--- config.mk ---
export PLATFORM = sky130hd
export DESIGN_NAME = sfp_row_gen
export DESIGN_NICKNAME = d
export VERILOG_FILES = /design/src/rtl/sfp_row_gen.sv
export SDC_FILE = /design/constraint.sdc
export NUM_CORES = 2
export LEC_CHECK = 0
export BUFFER_PORTS_ARGS = -buffer_cell sky130_fd_sc_hd__buf_2
export CORE_AREA = 5 5 420 422
export DETAILED_ROUTE_END_ITERATION = 8
export DIE_AREA = 0 0 425 427
export PLACE_DENSITY_LB_ADDON = 0.08
export SLEW_MARGIN = 5
export SYNTH_ARGS = -nofsm -noshare
export SYNTH_HDL_FRONTEND = slang
export SYNTH_HIERARCHICAL = 1
export SYNTH_SLANG_ARGS = --single-unit
--- constraint.sdc ---
create_clock -name clk -period 8.8 [get_ports clk]
set_input_delay 1.32 -clock clk [delete_from_list [all_inputs] [get_ports clk]]
set_output_delay 1.32 -clock clk [all_outputs]
set_load 0.02 [all_outputs]
--- src/rtl/sfp_row_gen.sv ---
// sfp_row_gen: one COL-wide special-function row. Each acc computes the row's
// absolute sum and queues it in an internal and an external FIFO; each div
// divides |x| of every lane by the combined denominator
// (int_head>>SUM_SHIFT)+(sum_in>>SUM_SHIFT) using a BW_PSUM-step restoring
// divider, optionally re-applying the input sign.
// Ports:
//   clk, reset_n        clock, synchronous active-low reset
//   acc, div            push row sum / request divide of the row on sfp_in
//   sign_mode           0: |x|/d, 1: sign(x)*(|x|/d); sampled with div
//   fifo_ext_rd         pop the external sum FIFO
//   sfp_in, sum_in      psum row (lane i at [BW*(i+1)-1:BW*i]), other core's sum
//   sfp_out, out_valid  normalised row, 1-cycle update strobe
//   div_ready           idle with internal FIFO non-empty
//   sum_out             external FIFO head (0 when empty)
//   fifo_full, err      internal FIFO full, sticky error

// Count-based FWFT FIFO; rdata reads 0 while empty.
module sfp_row_gen_fifo #(
  parameter int W     = 24,
  parameter int DEPTH = 16
) (
  input  logic         clk,
  input  logic         reset_n,
  input  logic         push,
  input  logic         pop,
  input  logic [W-1:0] wdata,
  output logic [W-1:0] rdata,
  output logic         empty,
  output logic         full
);
  localparam int AW = $clog2(DEPTH);

  logic [W-1:0]  mem_q [DEPTH];
  logic [AW-1:0] wp_q, wp_d, rp_q, rp_d;
  logic [AW:0]   cnt_q, cnt_d;
  logic          do_push, do_pop;

  assign empty = (cnt_q == '0);
  assign full  = (cnt_q == (AW+1)'(DEPTH));
  assign rdata = empty ? '0 : mem_q[rp_q];

  always_comb begin
    do_push = push && !full;
    do_pop  = pop && !empty;
    wp_d    = wp_q + AW'(do_push);
    rp_d    = rp_q + AW'(do_pop);
    cnt_d   = cnt_q + (AW+1)'(do_push) - (AW+1)'(do_pop);
  end

  always_ff @(posedge clk) begin
    if (!reset_n) begin
      wp_q  <= '0;
      rp_q  <= '0;
      cnt_q <= '0;
    end else begin
      wp_q  <= wp_d;
      rp_q  <= rp_d;
      cnt_q <= cnt_d;
    end
  end

  always_ff @(posedge clk) begin
    if (do_push) mem_q[wp_q] <= wdata;
  end
endmodule

// One lane: abs value, restoring divider (dividend register doubles as the
// quotient shift register), and sign/saturation on the result.
module sfp_row_gen_lane #(
  parameter int BW_PSUM = 20,
  parameter int SUM_BW  = 24
) (
  input  logic               clk,
  input  logic               reset_n,
  input  logic               load,
  input  logic               step,
  input  logic               sm,
  input  logic [BW_PSUM-1:0] x_in,
  input  logic [SUM_BW-1:0]  dvs,
  output logic [BW_PSUM-1:0] abs_x,
  output logic [BW_PSUM-1:0] res
);
  logic [BW_PSUM-1:0] dq_q, dq_d, q_mag;
  logic [SUM_BW-1:0]  rem_q, rem_d, rem_sh;
  logic               neg_q, neg_d, ge;

  always_comb begin
    abs_x  = x_in[BW_PSUM-1] ? -x_in : x_in;
    // Remainder stays below dvs, so a set MSB before the shift means the
    // shifted value already exceeds any SUM_BW-bit divisor.
    rem_sh = {rem_q[SUM_BW-2:0], dq_q[BW_PSUM-1]};
    ge     = rem_q[SUM_BW-1] || (rem_sh >= dvs);
    dq_d   = dq_q;
    rem_d  = rem_q;
    neg_d  = neg_q;
    if (load) begin
      dq_d  = abs_x;
      rem_d = '0;
      neg_d = x_in[BW_PSUM-1];
    end else if (step) begin
      rem_d = ge ? (rem_sh - dvs) : rem_sh;
      dq_d  = {dq_q[BW_PSUM-2:0], ge};
    end
    // Only |-2^(BW-1)|/1 reaches the MSB; clamp so the signed result fits.
    q_mag = dq_q;
    if (sm && dq_q[BW_PSUM-1]) q_mag = {1'b0, {(BW_PSUM-1){1'b1}}};
    res = (sm && neg_q) ? -q_mag : q_mag;
  end

  always_ff @(posedge clk) begin
    if (!reset_n) begin
      dq_q  <= '0;
      rem_q <= '0;
      neg_q <= 1'b0;
    end else begin
      dq_q  <= dq_d;
      rem_q <= rem_d;
      neg_q <= neg_d;
    end
  end
endmodule

module sfp_row_gen #(
  parameter int COL        = 8,
  parameter int BW_PSUM    = 20,
  parameter int SUM_BW     = BW_PSUM + 4,
  parameter int SUM_SHIFT  = 7,
  parameter int FIFO_DEPTH = 16
) (
  input  logic                   clk,
  input  logic                   reset_n,
  input  logic                   acc,
  input  logic                   div,
  input  logic                   sign_mode,
  input  logic                   fifo_ext_rd,
  input  logic [COL*BW_PSUM-1:0] sfp_in,
  input  logic [SUM_BW-1:0]      sum_in,
  output logic [COL*BW_PSUM-1:0] sfp_out,
  output logic                   out_valid,
  output logic                   div_ready,
  output logic [SUM_BW-1:0]      sum_out,
  output logic                   fifo_full,
  output logic                   err
);
  localparam int CW = $clog2(BW_PSUM + 1);

  typedef enum logic [1:0] {S_IDLE, S_DIV, S_DONE} state_t;
  typedef logic [COL-1:0][BW_PSUM-1:0] row_t;

  state_t            state_q, state_d;
  logic [CW-1:0]     cnt_q, cnt_d;
  logic [SUM_BW-1:0] dvs_q, dvs_d, d_raw, row_sum, int_head;
  logic              sm_q, sm_d, out_valid_q, out_valid_d, err_q, err_d;
  row_t              sfp_out_q, sfp_out_d, x_row, abs_row, res_row;
  logic              int_empty, int_full, ext_empty, ext_full;
  logic              accept, load, step;

  assign x_row     = sfp_in;
  assign sfp_out   = sfp_out_q;
  assign out_valid = out_valid_q;
  assign err       = err_q;
  assign fifo_full = int_full;
  assign div_ready = (state_q == S_IDLE) && !int_empty;

  for (genvar i = 0; i < COL; i++) begin : g_lane
    sfp_row_gen_lane #(.BW_PSUM(BW_PSUM), .SUM_BW(SUM_BW)) u_lane (
      .clk(clk), .reset_n(reset_n), .load(load), .step(step), .sm(sm_q),
      .x_in(x_row[i]), .dvs(dvs_q), .abs_x(abs_row[i]), .res(res_row[i])
    );
  end

  always_comb begin
    row_sum = '0;
    for (int i = 0; i < COL; i++) row_sum = row_sum + SUM_BW'(abs_row[i]);
    d_raw = (int_head >> SUM_SHIFT) + (sum_in >> SUM_SHIFT);
    if (d_raw == '0) d_raw = SUM_BW'(1);
  end

  // Internal push is never blocked by the external FIFO; external push needs
  // room in both so the internal FIFO never lags behind.
  sfp_row_gen_fifo #(.W(SUM_BW), .DEPTH(FIFO_DEPTH)) u_int_fifo (
    .clk(clk), .reset_n(reset_n), .push(acc), .pop(accept),
    .wdata(row_sum), .rdata(int_head), .empty(int_empty), .full(int_full)
  );

  sfp_row_gen_fifo #(.W(SUM_BW), .DEPTH(FIFO_DEPTH)) u_ext_fifo (
    .clk(clk), .reset_n(reset_n), .push(acc && !int_full),
    .pop(fifo_ext_rd && !ext_empty), .wdata(row_sum), .rdata(sum_out),
    .empty(ext_empty), .full(ext_full)
  );

  always_comb begin
    state_d     = state_q;
    cnt_d       = cnt_q;
    dvs_d       = dvs_q;
    sm_d        = sm_q;
    sfp_out_d   = sfp_out_q;
    out_valid_d = 1'b0;
    err_d       = err_q;
    accept      = 1'b0;
    load        = 1'b0;
    step        = 1'b0;
    if (acc && (int_full || ext_full)) err_d = 1'b1;
    case (state_q)
      S_IDLE: begin
        if (div) begin
          if (!int_empty) begin
            accept  = 1'b1;
            load    = 1'b1;
            dvs_d   = d_raw;
            sm_d    = sign_mode;
            cnt_d   = '0;
            state_d = S_DIV;
          end else begin
            err_d = 1'b1;
          end
        end
      end
      S_DIV: begin
        step  = 1'b1;
        cnt_d = cnt_q + CW'(1);
        if (cnt_q == CW'(BW_PSUM - 1)) state_d = S_DONE;
      end
      S_DONE: begin
        sfp_out_d   = res_row;
        out_valid_d = 1'b1;
        state_d     = S_IDLE;
      end
      default: state_d = S_IDLE;
    endcase
  end

  always_ff @(posedge clk) begin
    if (!reset_n) begin
      state_q     <= S_IDLE;
      cnt_q       <= '0;
      dvs_q       <= SUM_BW'(1);
      sm_q        <= 1'b0;
      sfp_out_q   <= '0;
      out_valid_q <= 1'b0;
      err_q       <= 1'b0;
    end else begin
      state_q     <= state_d;
      cnt_q       <= cnt_d;
      dvs_q       <= dvs_d;
      sm_q        <= sm_d;
      sfp_out_q   <= sfp_out_d;
      out_valid_q <= out_valid_d;
      err_q       <= err_d;
    end
  end
endmodule

==> results.yml <==
routing:
  firstDrtPassIters: 7
  ant_nets: 0
  drc_errors: 0
  drt_iter0_markers: 3947
  via_per_inst: 5.575
  wirelength_um: 235700
  vias: 56840
  wl_per_cell_um: 23.11
timing:
  tightest_slew_ps: 1194
  hold_viol: 0
  final.setup.tns_ps: 0
  fin_skew_ps: 34.68
  fmax_mhz: 135.5
  setup_viol: 0
  period_minus_slack_ps: 7381
  drv_slew: 0
  rsz0062_at_grt: "no"
  fin_crit_sh_pct: 83.87
  relSlewSlack_pct: 20.33
floorplan:
  die-width_um: 425
  fp.coreArea_mm2: 0.1727
  io_pins: 378
  dieArea_mm2: 0.1815
  start_util_pct: 43.07
  rows: 153
  die_y_um: 427
clocking:
  cts_buffer_depth: 3
  ctsResizeCount: 0
  cts_tree: "yes"
  htreeDepth: 4
  cts_sinks: 1230
  cts_setup_buffers: 0
  path_clk_slew_ps: 60
  cts_buffers: 146
  cts_hold_buffers: 0
  cts.root.buffer_cell: "clkbuf_16"
  clock_latency_ps: 810
status:
  status: "finished, final reports clean"
yosys:
  syn_area_mm2: 0.07438
  syn_inst: 7440
  yosysWarnings: 6
  syn_avg_cell_area_um2: 9.997
global_routing:
  grt_max_degree: 175
  grt_pass1_wl_um: 351200
  grt_pass1_vias: 55420
  antenna_found_initial: 32
  grtUsageTotal_pct: 25.42
  gr-total-overflow: 0
min_path:
  whs_path_depth: 2
  min_to: "sfp_out[36]"
  hp-class: "reg -> reg"
  holdCritStartpoint: "sfp_out[36]"
worst_setup_path:
  cp-start-kind: "input port"
  crit_chain: "buf_2 -> or4_4 -> or3_4 -> o41ai_1 -> xnor2_1 -> inv_1 -> fa_1 -> inv_1 -> fa_1 -> fa_1 -> inv_1 -> fa_1 -> inv_1 -> ha_1 -> a21o_1 -> a21o_1 -> a21o_1 -> a21oi_1 -> o21ai_0 -> a31o_2 -> o41ai_1 -> xnor2_2 -> buf_4"
  crit_path_start: "sfp_in[88]"
  r2r_end: "dvs_q[0]"
  rr_worst_depth: 15
  critPathMaxFanout: 32
  path_delay_family: "adder cells"
  regToRegStartpoint: "u_int_fifo/rp_q[0]"
  critPathRequiredTime_ps: 9370
  cp-end-kind: "flop"
  reg2reg_setup_slack_ps: 3990
  path_class: "in -> reg"
  cp.arrival_ps: 7950
  path_buf_inv: 6
  slowest_delay_ps: 560
  slowest_stage: "fa_1"
place:
  gp_congestion: 0.9354
  port_buffers: 370
  hpwlAfterDp_um: 170400
final_layout:
  fin_nets: 8322
  drive_gt1_share_pct: 13.79
  area_delta_synth_final_pct: 12.56
run:
  cap_violations: 0
-- layout by cell type (no fill, tap or decap), types with 56 or more instances in the layout --
cell       instances
a31oi_1           89
nand2b_1          58
nor3_1            94
mux4_1            63
fa_1             130
buf_4            108
and2_1            66
ha_1             269
o21ai_0          303
buf_2            369
or3_1             56
dfxtp_1          569
edfxtp_1         656
conb_1            80
mux4_2           101
nand3_1          116
a21oi_1          425
inv_1            639
nor2b_1           56
o211a_1          161
nand2_1          939
xnor2_1          280
xor2_1           116
clkbuf_16        147
a21boi_0         178
nor2_1           445
a21o_1            93
mux2i_1          207
o31ai_1           64
-- tightest hold or removal path, delay by kind of cell, from the launching register on --
kind               cells  cell delay [ps]
and+or+nand+nor        1               40
DFF                    1              300
AOI/OAI and AO/OA      1               60
-- worst max path at each step --
stage / to / cells after the start
6_report: u_int_fifo/mem_q[0][21] / 23
5_1_grt: u_int_fifo/mem_q[0][21] / 23
4_1_cts: u_int_fifo/mem_q[4][21] / 23
3_5_place_dp: u_int_fifo/mem_q[4][21] / 23
3_3_place_gp: u_int_fifo/mem_q[5][21] / 23
2_1_floorplan: u_ext_fifo/mem_q[0][22] / 20
-- flip-flops by register name, indices dropped and copies added, names as in the netlist, 8 cells and up --
| name | count |
|---|---|
| g_lane.u_lane/rem_q | 192 |
| dvs_q | 18 |
| g_lane.u_lane/dq_q | 160 |
| sfp_out | 160 |
| g_lane.u_lane/neg_q | 8 |
| u_ext_fifo/mem_q | 384 |
| u_int_fifo/mem_q | 272 |
-- metal layers --
layer	share of wire (%)	wire, µm	global-route usage (%)	vias to the layer above
li1	-	-	-	27230
met1	42	99900	32.08	28010
met2	48	113600	43.00	1222
met3	3.9	9121	3.300	374
met4	5.5	13020	12.76	6
met5	0.026	61	0	-
-- final cells by class --
| class | instances | area [µm²] |
|---|---|---|
| multi-input combinational | 5234 | 39380 |
| sequential | 1230 | 31200 |
| antenna | 23 | 57.56 |
| tap | 2325 | 2909 |
| timing repair buffer | 480 | 2713 |
| clock buffer | 181 | 3896 |
| clock inverter | 82 | 1146 |
| fill | 16360 | 88950 |
| inverter | 641 | 2415 |
-- through the flow --
| step | hold WS [ps] | util [%] | instance area [µm²] | cells | worst slack [ps] |
|---|---|---|---|---|---|
| after floorplan | 422.6 | - | 74670 | 7519 | 709.2 |
| after global placement | 443.5 | 45.53 | 78620 | 9910 | 600.1 |
| after detailed placement | 451.6 | 45.53 | 78620 | 9910 | 597.6 |
| after CTS | 459.4 | 48.45 | 83660 | 10170 | 1442 |
| after global routing | 486.1 | 48.47 | 83700 | 10190 | 1113 |
| final | 456.0 | 48.48 | 83720 | 10200 | 1419 |
Power is not shown: default switching activity piles up to over one toggle a cycle in this logic, so the estimate is an artifact.
